### src/rtl/nr_program_loader_pkg.sv
// Shared types and constants for the nR program loader: FSM state encoding,
// segment select, frame command bytes and default bus widths.
package nr_program_loader_pkg;

  // Default memory geometry: 2**8 bytes per memory, byte-wide stream.
  localparam int LOADER_ADDR_W = 8;
  localparam int LOADER_DATA_W = 8;

  // Command bytes recognised in IDLE.
  localparam logic [7:0] CMD_IM  = 8'hA5;  // load instruction memory
  localparam logic [7:0] CMD_DM  = 8'h5A;  // load data memory
  localparam logic [7:0] CMD_RUN = 8'hFF;  // release core reset
  localparam logic [7:0] CMD_CLR = 8'hC3;  // clear sticky error

  // A LEN byte of zero means a full 256-byte payload, so the byte counter
  // needs one more bit than the stream byte.
  localparam bit LEN_ZERO_IS_256 = 1'b1;

  typedef enum logic [2:0] {
    ST_IDLE,
    ST_ADDR,
    ST_LEN,
    ST_DATA,
    ST_CSUM,
    ST_RUN
  } state_t;

  typedef enum logic {
    SEG_IM,
    SEG_DM
  } seg_t;

  // Payload byte count encoded by a LEN byte.
  function automatic logic [8:0] len_decode(input logic [7:0] len_byte);
    if (LEN_ZERO_IS_256 && len_byte == 8'h00) begin
      return 9'd256;
    end
    return {1'b0, len_byte};
  endfunction

endpackage

### src/rtl/nr_program_loader_if.sv
// Byte-stream input, IM/DM write ports and core-control outputs of the
// program loader. The host side is the master, the loader is the slave.
interface nr_program_loader_if
  import nr_program_loader_pkg::*;
#(
  parameter int ADDR_W = LOADER_ADDR_W,
  parameter int DATA_W = LOADER_DATA_W
);

  // Stream handshake
  logic [DATA_W-1:0] in_data;
  logic              in_valid;
  logic              in_ready;

  // Instruction memory write port
  logic              im_we;
  logic [ADDR_W-1:0] im_addr;
  logic [DATA_W-1:0] im_wdata;

  // Data memory write port
  logic              dm_we;
  logic [ADDR_W-1:0] dm_addr;
  logic [DATA_W-1:0] dm_wdata;

  // Core control and status
  logic              cpu_reset;
  logic              busy;
  logic              err;

  modport master (
    output in_data, in_valid,
    input  in_ready,
    input  im_we, im_addr, im_wdata,
    input  dm_we, dm_addr, dm_wdata,
    input  cpu_reset, busy, err
  );

  modport slave (
    input  in_data, in_valid,
    output in_ready,
    output im_we, im_addr, im_wdata,
    output dm_we, dm_addr, dm_wdata,
    output cpu_reset, busy, err
  );

endinterface

### src/rtl/nr_program_loader_csum.sv
// Running modulo-2**W checksum of a frame payload. Cleared at the start of
// each payload, accumulates every data byte, and reports whether adding the
// trailing checksum byte brings the total to zero.
module nr_program_loader_csum #(
  parameter int W = 8
) (
  input  logic         clk,
  input  logic         reset,
  input  logic         clr,
  input  logic         add_en,
  input  logic [W-1:0] add_data,
  input  logic [W-1:0] check_data,
  output logic         sum_zero
);

  logic [W-1:0] acc_reg;
  logic [W-1:0] final_sum;

  // Accumulate payload bytes; clear wins over add so a new frame starts at 0.
  always_ff @(posedge clk) begin
    if (reset || clr) begin
      acc_reg <= '0;
    end else if (add_en) begin
      acc_reg <= acc_reg + add_data;
    end
  end

  // Wrapping add of the checksum byte; the frame is good when it lands on 0.
  always_comb begin
    final_sum = acc_reg + check_data;
    sum_zero  = (final_sum == '0);
  end

endmodule

### src/rtl/nr_program_loader.sv
// nR program loader: parses a framed byte stream (CMD, ADDR, LEN, data,
// CSUM) and turns it into byte writes on the IM or DM write port. Holds the
// core in reset until an accepted RUN command with no pending error.
module nr_program_loader
  import nr_program_loader_pkg::*;
#(
  parameter int ADDR_W = LOADER_ADDR_W,
  parameter int DATA_W = LOADER_DATA_W
) (
  input  logic               clk,
  input  logic               reset,
  nr_program_loader_if.slave bus
);

  // The counter must hold the full 2**DATA_W payload length.
  localparam int CNT_W = DATA_W + 1;

  state_t            state_reg;
  seg_t              seg_reg;
  logic [ADDR_W-1:0] ptr_reg;
  logic [CNT_W-1:0]  cnt_reg;

  logic              in_ready_reg;
  logic              cpu_reset_reg;
  logic              busy_reg;
  logic              err_reg;

  logic              im_we_reg;
  logic [ADDR_W-1:0] im_addr_reg;
  logic [DATA_W-1:0] im_wdata_reg;
  logic              dm_we_reg;
  logic [ADDR_W-1:0] dm_addr_reg;
  logic [DATA_W-1:0] dm_wdata_reg;

  logic              accept;
  logic              csum_clr;
  logic              csum_add;
  logic              csum_ok;
  logic [CNT_W-1:0]  len_count;
  logic              last_data;

  // Handshake and per-state decode of the current input byte.
  always_comb begin
    accept    = bus.in_valid && in_ready_reg;
    csum_clr  = accept && (state_reg == ST_LEN);
    csum_add  = accept && (state_reg == ST_DATA);
    last_data = (cnt_reg == CNT_W'(1));
    if (bus.in_data == '0) begin
      len_count = CNT_W'(1) << DATA_W;
    end else begin
      len_count = CNT_W'(bus.in_data);
    end
  end

  nr_program_loader_csum #(
    .W (DATA_W)
  ) u_csum (
    .clk        (clk),
    .reset      (reset),
    .clr        (csum_clr),
    .add_en     (csum_add),
    .add_data   (bus.in_data),
    .check_data (bus.in_data),
    .sum_zero   (csum_ok)
  );

  // Frame FSM with all outputs registered alongside the state.
  always_ff @(posedge clk) begin
    if (reset) begin
      state_reg     <= ST_IDLE;
      seg_reg       <= SEG_IM;
      ptr_reg       <= '0;
      cnt_reg       <= '0;
      in_ready_reg  <= 1'b1;
      cpu_reset_reg <= 1'b1;
      busy_reg      <= 1'b0;
      err_reg       <= 1'b0;
      im_we_reg     <= 1'b0;
      im_addr_reg   <= '0;
      im_wdata_reg  <= '0;
      dm_we_reg     <= 1'b0;
      dm_addr_reg   <= '0;
      dm_wdata_reg  <= '0;
    end else begin
      // Write strobes are single-cycle pulses; address/data just hold.
      im_we_reg <= 1'b0;
      dm_we_reg <= 1'b0;

      if (accept) begin
        case (state_reg)
          ST_IDLE: begin
            if (bus.in_data == DATA_W'(CMD_IM)) begin
              seg_reg   <= SEG_IM;
              state_reg <= ST_ADDR;
              busy_reg  <= 1'b1;
            end else if (bus.in_data == DATA_W'(CMD_DM)) begin
              seg_reg   <= SEG_DM;
              state_reg <= ST_ADDR;
              busy_reg  <= 1'b1;
            end else if (bus.in_data == DATA_W'(CMD_RUN)) begin
              // A pending error blocks the release of the core.
              if (!err_reg) begin
                state_reg     <= ST_RUN;
                in_ready_reg  <= 1'b0;
                cpu_reset_reg <= 1'b0;
              end
            end else if (bus.in_data == DATA_W'(CMD_CLR)) begin
              err_reg <= 1'b0;
            end else begin
              err_reg <= 1'b1;
            end
          end

          ST_ADDR: begin
            ptr_reg   <= ADDR_W'(bus.in_data);
            state_reg <= ST_LEN;
          end

          ST_LEN: begin
            cnt_reg   <= len_count;
            state_reg <= ST_DATA;
          end

          ST_DATA: begin
            if (seg_reg == SEG_IM) begin
              im_we_reg    <= 1'b1;
              im_addr_reg  <= ptr_reg;
              im_wdata_reg <= bus.in_data;
            end else begin
              dm_we_reg    <= 1'b1;
              dm_addr_reg  <= ptr_reg;
              dm_wdata_reg <= bus.in_data;
            end
            // Pointer wraps naturally at the top of the address space.
            ptr_reg <= ptr_reg + ADDR_W'(1);
            cnt_reg <= cnt_reg - CNT_W'(1);
            if (last_data) begin
              state_reg <= ST_CSUM;
            end
          end

          ST_CSUM: begin
            // Bad frames only flag the error; written bytes stay in memory.
            if (!csum_ok) begin
              err_reg <= 1'b1;
            end
            state_reg <= ST_IDLE;
            busy_reg  <= 1'b0;
          end

          ST_RUN: begin
            // in_ready is low here, so no byte is ever accepted in RUN.
            state_reg <= ST_RUN;
          end

          default: begin
            state_reg <= ST_IDLE;
            busy_reg  <= 1'b0;
          end
        endcase
      end
    end
  end

  // Drive the interface from the registered state.
  always_comb begin
    bus.in_ready  = in_ready_reg;
    bus.cpu_reset = cpu_reset_reg;
    bus.busy      = busy_reg;
    bus.err       = err_reg;
    bus.im_we     = im_we_reg;
    bus.im_addr   = im_addr_reg;
    bus.im_wdata  = im_wdata_reg;
    bus.dm_we     = dm_we_reg;
    bus.dm_addr   = dm_addr_reg;
    bus.dm_wdata  = dm_wdata_reg;
  end

endmodule

### src/flat_wrapper.sv
// flat-port wrapper written by rule: the top's interface ports become plain ports
module nr_program_loader_flat import nr_program_loader_pkg::*;
#(
  parameter int ADDR_W = LOADER_ADDR_W,
  parameter int DATA_W = LOADER_DATA_W
)
  (clk, reset, bus_in_data, bus_in_valid, bus_in_ready, bus_im_we, bus_im_addr, bus_im_wdata, bus_dm_we, bus_dm_addr, bus_dm_wdata, bus_cpu_reset, bus_busy, bus_err);
  nr_program_loader_if #(.ADDR_W(ADDR_W), .DATA_W(DATA_W)) bus_i ();
  input  logic clk;
  input  logic reset;
  input wire logic [$bits(bus_i.in_data)-1:0] bus_in_data;
  input wire logic [$bits(bus_i.in_valid)-1:0] bus_in_valid;
  output wire logic [$bits(bus_i.in_ready)-1:0] bus_in_ready;
  output wire logic [$bits(bus_i.im_we)-1:0] bus_im_we;
  output wire logic [$bits(bus_i.im_addr)-1:0] bus_im_addr;
  output wire logic [$bits(bus_i.im_wdata)-1:0] bus_im_wdata;
  output wire logic [$bits(bus_i.dm_we)-1:0] bus_dm_we;
  output wire logic [$bits(bus_i.dm_addr)-1:0] bus_dm_addr;
  output wire logic [$bits(bus_i.dm_wdata)-1:0] bus_dm_wdata;
  output wire logic [$bits(bus_i.cpu_reset)-1:0] bus_cpu_reset;
  output wire logic [$bits(bus_i.busy)-1:0] bus_busy;
  output wire logic [$bits(bus_i.err)-1:0] bus_err;
  assign bus_i.in_data = bus_in_data;
  assign bus_i.in_valid = bus_in_valid;
  assign bus_in_ready = bus_i.in_ready;
  assign bus_im_we = bus_i.im_we;
  assign bus_im_addr = bus_i.im_addr;
  assign bus_im_wdata = bus_i.im_wdata;
  assign bus_dm_we = bus_i.dm_we;
  assign bus_dm_addr = bus_i.dm_addr;
  assign bus_dm_wdata = bus_i.dm_wdata;
  assign bus_cpu_reset = bus_i.cpu_reset;
  assign bus_busy = bus_i.busy;
  assign bus_err = bus_i.err;
  nr_program_loader #(.ADDR_W(ADDR_W), .DATA_W(DATA_W)) u_core (.clk(clk), .reset(reset), .bus(bus_i));
endmodule
### config.mk
export PLATFORM = sky130hd
export DESIGN_NAME = nr_program_loader_flat
export DESIGN_NICKNAME = d
export VERILOG_FILES = /design/src/rtl/nr_program_loader_pkg.sv /design/src/rtl/nr_program_loader_if.sv /design/src/rtl/nr_program_loader_csum.sv /design/src/rtl/nr_program_loader.sv /design/src/flat_wrapper.sv
export SDC_FILE = /design/constraint.sdc
export NUM_CORES = 1
export LEC_CHECK = 0
export ABC_AREA = 1
export BUFFER_PORTS_ARGS = -buffer_cell sky130_fd_sc_hd__buf_2
export CORE_ASPECT_RATIO = 2
export CORE_MARGIN = 3
export CORE_UTILIZATION = 55
export CTS_BUF_LIST = sky130_fd_sc_hd__clkbuf_8
export CTS_CLUSTER_SIZE = 30
export DETAILED_ROUTE_END_ITERATION = 6
export GPL_TIMING_DRIVEN = 0
export PLACE_DENSITY = 0.74
export SLEW_MARGIN = 20
export SYNTH_ARGS = -nofsm -noshare
export SYNTH_HDL_FRONTEND = slang
export SYNTH_SLANG_ARGS = --single-unit
### constraint.sdc
create_clock -name clk -period 4.7 [get_ports clk]
set_input_delay 0.235 -clock clk [delete_from_list [all_inputs] [get_ports clk]]
set_output_delay 0.235 -clock clk [all_outputs]
set_load 0.01 [all_outputs]
Yosys cells after proc, flatten, opt, wreduce, memory -nomap -nowiden
Cells that the tools add are included.
Cells by class
  add/sub/neg operators: 3
  equality and inequality tests: 18
  mux-type cells: 21
  bitwise operators: 7
  reduce and logical (&&, ||, !) cells: 22
Operators with widths (count)
  equality test 8 bit, second input constant: 3
  one-hot mux 9 bit (2 select lines): 1
  logical NOT 8 bit: 2
  one-hot mux 8 bit (2 select lines): 1
  2-to-1 mux 3 bit: 5
  one-hot mux 3 bit (5 select lines): 1
  AND reduction 3 bit: 4
  AND reduction 6 bit: 2
  2-to-1 mux 1 bit: 10
  equality test 9 x 1 -> 1 bit, second input constant: 1
  2-to-1 mux 9 bit: 1
  subtractor 9 x 1 -> 9 bit, second input constant: 1
  adder 8 x 1 -> 8 bit, second input constant: 1
  adder 8 bit: 1
  equality test 8 x 7 -> 1 bit, second input constant: 1
  inequality test 2 bit, second input constant: 4
  nonzero test 2 bit: 4
  NOT 1 bit: 7
  equality test 3 x 2 -> 1 bit, second input constant: 2
  equality test 3 bit, second input constant: 2
  inequality test 4 x 1 -> 1 bit, second input constant: 1
  inequality test 4 bit, second input constant: 1
  one-hot mux 1 bit (2 select lines): 2
  AND reduction 2 bit: 2
  other kinds (9): 11
Word-level totals
  register bits after elaboration: 66
  input bits: 11
  output and inout port bits: 38
  word-level logic and storage cells: 85

Depth between registers and ports, before layout
Gate-level depths: netlist of the first run.
  depth in word-level cells: 6
  gate-level depth with buffers: 15
  gate-level depth less buffers: 15

Cells and area by module
A second synthesis of the first run with hierarchy kept.
Unflattened totals
  cells, all modules: 555
  area, all modules: 3723.6 µm²
Modules (own cells, without submodules)
  nr_program_loader: times used 1, cells each 389, area each 2725.1 µm², seq. area each 1161.1 µm²
  nr_program_loader_csum: times used 1, cells each 166, area each 998.5 µm², seq. area each 160.2 µm²

Worst setup path before layout of the first run
No wires, ideal clock.
  path kind: flip-flop to flip-flop
  start: register u_core.u_csum.acc_reg[0]
  end: register u_core.err_reg (netlist: u_core.bus.err)
  library setup time: 0.115 ns
  data arrival time: 1.617 ns
  data required time: 4.585 ns
  setup slack: 2.968 ns
  stages on the path, launching flop included: 13
  buffers on the path: 0
  clock period less this slack: 1.732 ns
  path through: dfxtp_1 -> ha_1 -> inv_1 -> fa_1 -> inv_1 -> nor2_1 -> nand2_1 -> nor2_1 -> nand3_1 -> nor2_1 -> nand2_1 -> a21oi_1 -> nor2_1
On the way
  word-level cells in the longest chain between the ends: 4
RTL lines
  from (decl): RTL line nr_program_loader_csum.sv:16  | logic [W-1:0] acc_reg;
  from (signal assigned): RTL line nr_program_loader_csum.sv:24  | acc_reg <= acc_reg + add_data;
  adder 8 bit: RTL line nr_program_loader_csum.sv:30  | final_sum = acc_reg + check_data;
  logical NOT 8 bit: RTL line nr_program_loader_csum.sv:31  | sum_zero = (final_sum == '0);
  inequality test 2 bit (no line)
  AND reduction 6 bit (no line)
  to (signal assigned): RTL line nr_program_loader.sv:77  | err_reg <= 1'b0;
  to (signal assigned): RTL line nr_program_loader.sv:108  | err_reg <= 1'b0;
  to (signal assigned): RTL line nr_program_loader.sv:110  | err_reg <= 1'b1;
  to (decl): RTL line nr_program_loader.sv:26  | logic err_reg;
Every way passes these cells.
A chain may end at the register's enable or synchronous reset.

Worst setup path after layout of the first run
Same ends and word-level chain as after synthesis.

==> results by group, run 1 <==
Clock tree
  – CTS resizes: 0
  – Number of hold buffers added after cts: 0
  – Clock tree buffer depth: 2
  – Postcts setup bufs: 0
  – Clk slew on worst S/H paths: 0.07 ns
  – CTS tree: built
  – Clock sinks: 66
  – Clk Latency, worst-skew pair: 0.35 ns
  – Root Buffer: clkbuf_8
  – Total CTS buffers: 9
  – H-Tree Depth: 3

Critical path
  – Critical R2R Launch: u_core.u_csum.acc_reg[0]
  – R2R cell count: 13
  – Crit path arrival time: 2.25 ns
  – Crit Path Category: reg2reg
  – Reg-to-reg setup timing slack: 2.71 ns
  – Crit end category: flip-flop
  – RR Endpoint: u_core.bus.err
  – Max FO, Critical Path: 3
  – Req. time, crit path: 4.95 ns
  – Setup crit start kind: flip-flop

Layout
  – Ratio of cells with drive above 1 in the final layout: 0.147
  – Final core utilization: 0.665
  – Fill cells: 540
  – Post-route cell area: 0.00386 mm2
  – Layout Nets: 570
  – Syn-to-layout area delta: 15.2%
  – Max reg flops: 9
  – Antenna cells: 0

Timing
  – Setup TNS: 0 ns
  – Max-slew violation count: 0
  – Final Skew: 0.00717 ns
  – Final period util: 0.424
  – Achievable frequency: 502 MHz
  – Final Hold Viols: 0
  – Worst Tran Pin Value: 0.547 ns
  – Fin crit period: 1.99 ns
  – Post-route setup slack: 2.71 ns
  – Setup-failing EPs final: 0
  – Relative slew slack: 0.633
  – RSZ-0062 raised after global routing: false

Floorplanning
  – Io pins: 49
  – Std cell rows: 39
  – Die Area: 0.00712 mm2
  – Core area: 0.00581 mm2
  – Chip Width: 61.2 um
  – Die Y: 116 um
  – Initial Util: 0.577

Detailed routing
  – DR vias/cell: 5.52
  – DR WL/cell: 14.5 um
  – DRC viols: 0
  – DRT Pass-1 Iters: 5
  – DR iter-0 viols: 168
  – Total wire length: 8.86 mm
  – ANT nets after route: 0
  – Vias: 3385

Synthesis
  – Cell count after synthesis: 489
  – YS warnings: 0
  – Mapped Nets: 511
  – Number of flops mapped to enable cells by yosys: 0
  – Yosys top cell area share: 0.394
  – Area contributors post-synth: dfxtp_1, nand2_1, a21oi_1
  – Mapped cell area: 0.00335 mm2
  – Most used DFF post-synth: dfxtp_1
  – Most numerous cell in the Yosys netlist: nand2_1
  – Yosys reg bits: 66
  – Library cells used by synthesis: 32
  – Async S/R FF share, synth: 0
  – Post-synthesis sequential area ratio: 0.394
  – Cell taking the most area after synthesis: dfxtp_1
  – Commonest cells post-synth: nand2_1, dfxtp_1, inv_1
  – Syn Area/Cell: 6.85 um2

Power and ir drop
  – Leak pwr: 1.82 nW
  – Power density over the cells: 419 mW/mm2
  – Switching part of the total: 0.360
  – Total power: 1.62 mW
  – VDD IR max: 0.000279 V
  – Int Pwr: 1.04 mW
  – Clock power share: 0.293
  – Reg power frac: 0.419
  – Net switching power: 0.582 mW
  – Comb power frac: 0.288

GRT
  – Largest net degree at the start of global routing: 12
  – Total global-route track usage: 0.270
  – Antenna violations before repair: 0
  – Met2 Track Usage GR: 0.469
  – Global Route met3 Usage: 0.0608
  – First-pass GRT wire length: 14.2 mm
  – Met1 Use GR: 0.287
  – Global route hottest layer: met2
  – Grt total ovfl: 0
  – Vias in the first global route: 3187

Run
  – # Max-Cap Violations: 0

Worst hold path
  – Hold path startpoint: reset
  – Hold EP: u_core.cnt_reg[1]
  – Worst hold-check path type: in2reg
  – Hold path depth: 2

Place
  – Post-DP HPWL: 6.81 mm
  – Place WS: 2.60 ns
  – DP Area: 0.00367 mm2
  – Number of buffers added on ports: 48
  – GP Congestion: 0.901

Status
  – Outcome: finished, final reports clean
==> per-stage QoR <==
stage	cells	hold slack [ns]
after floorplan	489	0.313
after global placement	598	0.430
after detailed placement	598	0.434
after CTS	613	0.161
after global routing	613	0.182
final	613	0.167
==> area by class of cell <==
type | count | area, um2 | area share
inverter | 68 | 255 | 0.0661
buffer | 22 | 120 | 0.0311
multi-input combinational | 333 | 1660 | 0.429
sequential | 66 | 1320 | 0.342
timing repair buffer | 48 | 240 | 0.0622
clock buffer | 10 | 138 | 0.0356
clock inverter | 5 | 55.1 | 0.0143
tap | 61 | 76.3 | 0.0198
==> cells in the final DEF, fill, tap and decap left out, types with 2 or more instances in the layout <==
| cell | n |
|---|---|
| a21oi_1 | 53 |
| a31oi_1 | 12 |
| buf_2 | 57 |
| buf_6 | 3 |
| clkbuf_1 | 8 |
| clkbuf_8 | 10 |
| clkinv_2 | 2 |
| clkinvlp_4 | 2 |
| dfxtp_1 | 66 |
| ha_1 | 10 |
| inv_1 | 66 |
| inv_2 | 2 |
| nand2_1 | 99 |
| nand3_1 | 38 |
| nor2_1 | 46 |
| nor3_1 | 5 |
| o211ai_1 | 2 |
| o21ai_0 | 37 |
| o21ai_1 | 13 |
| xnor2_1 | 4 |
| xor2_1 | 2 |
==> worst max path at each step <==
stage	start	end	slack, ns
2_1_floorplan	u_core.u_csum.acc_reg[0]	u_core.bus.err	2.97
3_3_place_gp	bus_in_data[0]	u_core.bus.err	2.67
3_5_place_dp	bus_in_data[0]	u_core.bus.err	2.60
4_1_cts	u_core.u_csum.acc_reg[0]	u_core.bus.err	2.70
5_1_grt	u_core.u_csum.acc_reg[0]	u_core.bus.err	2.43
6_report	u_core.u_csum.acc_reg[0]	u_core.bus.err	2.71
==> per-layer routing <==
layer  wire length (um)  part of all wire
met5                  0                 0
met4                294             0.033
met3                409             0.046
met2               4780              0.54
met1               3370              0.38
==> logic make-up after synthesis <==
logic type,synth area share
fa+ha+maj,0.0433
compound gates,0.190
buf+inv,0.112
flops,0.394
simple gates,0.245
xor+xnor,0.0157
==> power by group through the flow <==
stage	clock (mW)	sequential (mW)	combinational, mW
final	0.475	0.678	0.465
after detailed placement	0	0.690	0.457
after global routing	0.502	0.687	0.529
after CTS	0.481	0.677	0.461
after floorplan	0	0.681	0.344
after global placement	0	0.687	0.449
==> critical path: stages (launching register included) <==
cell and delay (ns):
dfxtp_1 0.34, ha_1 0.21, inv_1 0.07, fa_1 0.38, inv_1 0.06, nand2_1 0.07, nand2_1 0.12, nand3_1 0.12
nand3_1 0.08, nand2_1 0.08, nor2_1 0.10, nand2_1 0.07, a21oi_1 0.13, nor2_1 0.06
Power figures use the tool's default switching activity.
==> run 2: changes to the inputs <==
==> constraint.sdc (replaced) <==
create_clock -name clk -period 1.9 [get_ports clk]
set_input_delay 0.095 -clock clk [delete_from_list [all_inputs] [get_ports clk]]
set_output_delay 0.095 -clock clk [all_outputs]
set_load 0.01 [all_outputs]
==> results by group, run 2 (synthesis results as in run 1) <==
Place
  – GP Congestion: 0.901
  – Dpl cells: 598
  – Post-DP HPWL: 6.81 mm
  – DP Area: 0.00367 mm2
  – Number of buffers added on ports: 48

Critical path
  – Setup crit start kind: flip-flop
  – CP Cell Sequence: ha_4, inv_2, fa_2, inv_2, nor2_2, nand2_1, nor2_1, nand3_1, nor2_1, nand2_1, nand3_1, nand2_1, nor2_1
  – Reg-to-reg setup timing slack: 0.01 ns
  – Crit Path Category: reg2reg
  – Crit end category: flip-flop
  – Crit path arrival time: 2.17 ns
  – Max incr delay on CP: 0.53 ns
  – CP max-delay cell: fa_2
  – Req. time, crit path: 2.19 ns
  – Critical R2R Launch: u_core.u_csum.acc_reg[0]
  – Max FO, Critical Path: 2
  – CP Launch Point: u_core.u_csum.acc_reg[0]

Timing
  – RSZ-0062 raised after global routing: true
  – Fin crit period: 1.89 ns
  – Achievable frequency: 530 MHz
  – Final Skew: 0.00702 ns
  – Max-slew violation count: 0
  – Relative slew slack: 0.677
  – Worst hold slack: 0.0305 ns
  – Worst Tran Pin Value: 0.485 ns
  – Final Hold Viols: 0
  – Setup-failing EPs final: 0
  – Final period util: 0.993
  – Setup TNS: 0 ns

Status
  – Outcome: finished, final reports clean

Clock tree
  – CTS tree: built
  – Total CTS buffers: 9
  – Clock tree buffer depth: 2
  – H-Tree Depth: 3
  – Clock sinks: 66
  – Root Buffer: clkbuf_8
  – Clk slew on worst S/H paths: 0.07 ns
  – Clk Latency, worst-skew pair: 0.35 ns

Layout
  – Post-route cell area: 0.00391 mm2
  – Highest-count cells in the layout ignoring fill and taps: nand2_1, dfxtp_1, inv_1
  – Ratio of cells with drive above 1 in the final layout: 0.172
  – Syn-to-layout area delta: 16.7%
  – Commonest non-fill, non-tap cell in the layout: nand2_1
  – Antenna cells: 0
  – Final core utilization: 0.674
  – Max reg flops: 9
  – Finished Layout Cells: 614
  – Layout Nets: 571

Detailed routing
  – ANT nets after route: 0
  – DR vias/cell: 5.53
  – DR WL/cell: 14.4 um
  – DRC viols: 0
  – Total wire length: 8.85 mm
  – Vias: 3395
  – DR iter-0 viols: 224
  – DRT Pass-1 Iters: 5

Floorplanning
  – Io pins: 49
  – Chip Width: 61.2 um
  – Std cell rows: 39
  – Core area: 0.00581 mm2
  – Die Y: 116 um
  – Initial Util: 0.577
  – Die Area: 0.00712 mm2

Power and ir drop
  – Leak pwr: 1.83 nW
  – VDD IR max: 0.000706 V
  – Power density over the cells: 1030 mW/mm2

Run
  – # Max-Cap Violations: 0

Worst hold path
  – Hold path startpoint: reset
  – Worst hold-check path type: in2reg

GRT
  – Vias in the first global route: 3219
  – Grt total ovfl: 0
  – First-pass GRT wire length: 14.3 mm
  – Largest net degree at the start of global routing: 12
  – Antenna violations before repair: 0
  – Total global-route track usage: 0.272
[run 2: repair_timing]
item / in CTS / in global routing
pin swaps: 1 / 0
resized for setup: 9 / 5
hold buffers: 0 / 0
cloned: 0 / 0
setup buffers: 1 / 0
setup endpoints to repair: 1 / 7
[run 2: path summary, 6_finish.rpt]
kind | endpoint | cells after the start
min reg2reg | u_core.bus.im_addr[7] | 2
max reg2reg | u_core.bus.err | 13
min | u_core.cnt_reg[1] | 2
max | u_core.bus.err | 13
[run 2: layer usage]
metal  share of wire  wire length (um)  global-route usage
met5               0                 0                   0
met3           0.057               501              0.0608
met1            0.37              3260               0.289
met2            0.54              4800               0.471
met4           0.033               291               0.153
[run 2: area by class of cell]
class	instances	area [um2]
fill	530	1900
sequential	66	1320
inverter	68	255
timing repair buffer	49	248
tap	61	76.3
clock inverter	5	55.1
clock buffer	10	138
multi-input combinational	333	1700
buffer	22	120
[run 2: through the flow]
step | power (mW) | worst slack (ns)
floorplan | 2.53 | 0.168
global placement | 2.81 | -0.00870
detailed placement | 2.84 | -0.0922
CTS | 4.02 | 0.0247
global route | 4.27 | -0.131
finish | 4.01 | 0.0124
[run 2: power breakdown]
group	switching, mW	internal (mW)
Sequential	0.139	1.54
Clock	0.538	0.629
Combinational	0.761	0.403
Total	1.44	2.57
[run 2: worst max-delay path, delay by kind of cell, from the launching register on]
kind	cells	cell delay, ns
fa+ha+maj	2	0.67
simple gates	9	0.72
flops	1	0.35
buf+inv	2	0.08
==> run 3: changes to the inputs <==
--- a/config.mk
+++ b/config.mk
@@ -7,7 +7,6 @@
 export LEC_CHECK = 0
 export ABC_AREA = 1
 export BUFFER_PORTS_ARGS = -buffer_cell sky130_fd_sc_hd__buf_2
-export CORE_ASPECT_RATIO = 2
 export CORE_MARGIN = 3
 export CORE_UTILIZATION = 55
 export CTS_BUF_LIST = sky130_fd_sc_hd__clkbuf_8
==> results by group, run 3 (synthesis results as in run 1) <==
Detailed routing
  – DRT Pass-1 Iters: 4
  – ANT nets after route: 0
  – Total wire length: 8.93 mm
  – DR iter-0 viols: 191
  – Vias: 3409
  – DRC viols: 0
  – DR vias/cell: 5.45
  – DR WL/cell: 14.3 um

GRT
  – Total global-route track usage: 0.258
  – Global Route met3 Usage: 0.0523
  – Vias in the first global route: 3094
  – Global route hottest layer: met2
  – First-pass GRT wire length: 14.6 mm
  – Met2 Track Usage GR: 0.408
  – Met1 Use GR: 0.341
  – Grt total ovfl: 0
  – Largest net degree at the start of global routing: 14
  – Antenna violations before repair: 0

Clock tree
  – CTS tree: built
  – Clock tree buffer depth: 2
  – Number of hold buffers added after cts: 0
  – Clk Latency, worst-skew pair: 0.35 ns
  – Clk slew on worst S/H paths: 0.08 ns
  – Clock sinks: 66
  – Root Buffer: clkbuf_8
  – H-Tree Depth: 3
  – Total CTS buffers: 9

Worst hold path
  – Hold path startpoint: reset
  – Worst hold-check path type: in2reg
  – Hold EP: u_core.cnt_reg[1]
  – Hold path depth: 2

Critical path
  – Critical R2R Launch: u_core.u_csum.acc_reg[0]
  – Req. time, crit path: 2.15 ns
  – Max FO, Critical Path: 2
  – CP Launch Point: u_core.u_csum.acc_reg[0]
  – RR Endpoint: u_core.bus.err
  – Setup crit start kind: flip-flop
  – Crit Path Category: reg2reg
  – Reg-to-reg setup timing slack: 0.03 ns
  – Crit end category: flip-flop
  – Crit path arrival time: 2.12 ns
  – R2R cell count: 12

Floorplanning
  – Chip Width: 84.1 um
  – Initial Util: 0.587
  – Io pins: 49
  – Die Area: 0.00707 mm2
  – Core area: 0.00571 mm2
  – Die Y: 84.1 um
  – Std cell rows: 27

Layout
  – Finished Layout Cells: 626
  – Max reg flops: 9
  – Layout Nets: 571
  – Commonest non-fill, non-tap cell in the layout: nand2_1
  – Ratio of cells with drive above 1 in the final layout: 0.168
  – Syn-to-layout area delta: 18.5%
  – Post-route cell area: 0.00397 mm2
  – Antenna cells: 0
  – Highest-count cells in the layout ignoring fill and taps: nand2_1, dfxtp_1, inv_1

Timing
  – Achievable frequency: 534 MHz
  – Worst hold slack: 0.0214 ns
  – Relative slew slack: 0.618
  – Fin crit period: 1.87 ns
  – RSZ-0062 raised after global routing: true
  – Final Hold Viols: 0
  – Worst Tran Pin Value: 0.569 ns
  – Setup-failing EPs final: 0
  – Final Skew: 0.00713 ns
  – Setup TNS: 0 ns
  – Max-slew violation count: 0
  – Final period util: 0.986

Place
  – DP Area: 0.00368 mm2
  – Number of buffers added on ports: 48
  – Dpl cells: 609
  – Post-DP HPWL: 6.37 mm
  – GP Congestion: 0.866

Power and ir drop
  – Total power: 4.32 mW
  – VDD IR max: 0.000858 V
  – Power density over the cells: 1090 mW/mm2
  – Leak pwr: 1.85 nW

Run
  – # Max-Cap Violations: 0

Status
  – Outcome: finished, final reports clean
-- run 3: cell count changes in the layout (fill, tap and decap cells not counted), moves of 2 or more --
cell / change
bufinv_16: +2
nand2_1: +2
nand2_2: -2
clkinv_4: +2
clkinv_2: -2
-- run 3: where the power goes --
part	switching [mW]	total (mW)	internal, mW	leakage (nW)
clock network	0.597	1.48	0.885	0.122
registers	0.137	1.68	1.54	0.534
logic	0.768	1.16	0.397	1.20
-- run 3: routing by layer --
metal	routed length (um)	up-vias	share of wire
li1	-	1726	-
met1	4090	1567	0.46
met2	4080	93	0.46
met3	521	23	0.058
met4	231	0	0.026
met5	0	-	0
-- run 3: how the worst max path moves through the flow --
stage	depth (start not counted)	slack, ns	to
2_1_floorplan	12	0.17	u_core.bus.err
3_3_place_gp	13	-0.04	u_core.bus.err
3_5_place_dp	13	-0.08	u_core.bus.err
4_1_cts	12	-0.005	u_core.bus.err
5_1_grt	13	-0.12	u_core.bus.err
6_report	12	0.03	u_core.bus.err
-- run 3: worst max-delay path, cell delays in order, from the launching register on --
cell     delay, ns
dfxtp_2       0.35
ha_4          0.14
inv_2         0.03
fa_2          0.53
inv_2         0.04
nor2_2        0.06
nand2_1       0.07
nor2_2        0.09
nand3_1       0.08
nor2_1        0.09
nand2_1       0.09
a21oi_1       0.15
nor2_1        0.05
-- run 3: layout make-up --
type                    count  area [um2]
plain buffers              22         120
clock buffers               9         124
clock inverters             7         126
fillers                   527        1740
inverters                  68         255
multi-input cells         333        1690
flip-flops and latches     66        1320
well taps                  72        90.1
repair buffers             49         248
-- run 3: stage by stage --
stage,util,setup slack [ns]
floorplan,-,0.168
global placement,0.645,-0.0434
detailed placement,0.645,-0.0804
CTS,0.693,-0.00453
global route,0.696,-0.116
finish,0.696,0.0267
-- run 3: what timing repair did --
item,CTS,global route
gates resized for setup,6,5
buffers inserted,1,0
pin swaps,3,2
endpoints found under the setup margin,1,2
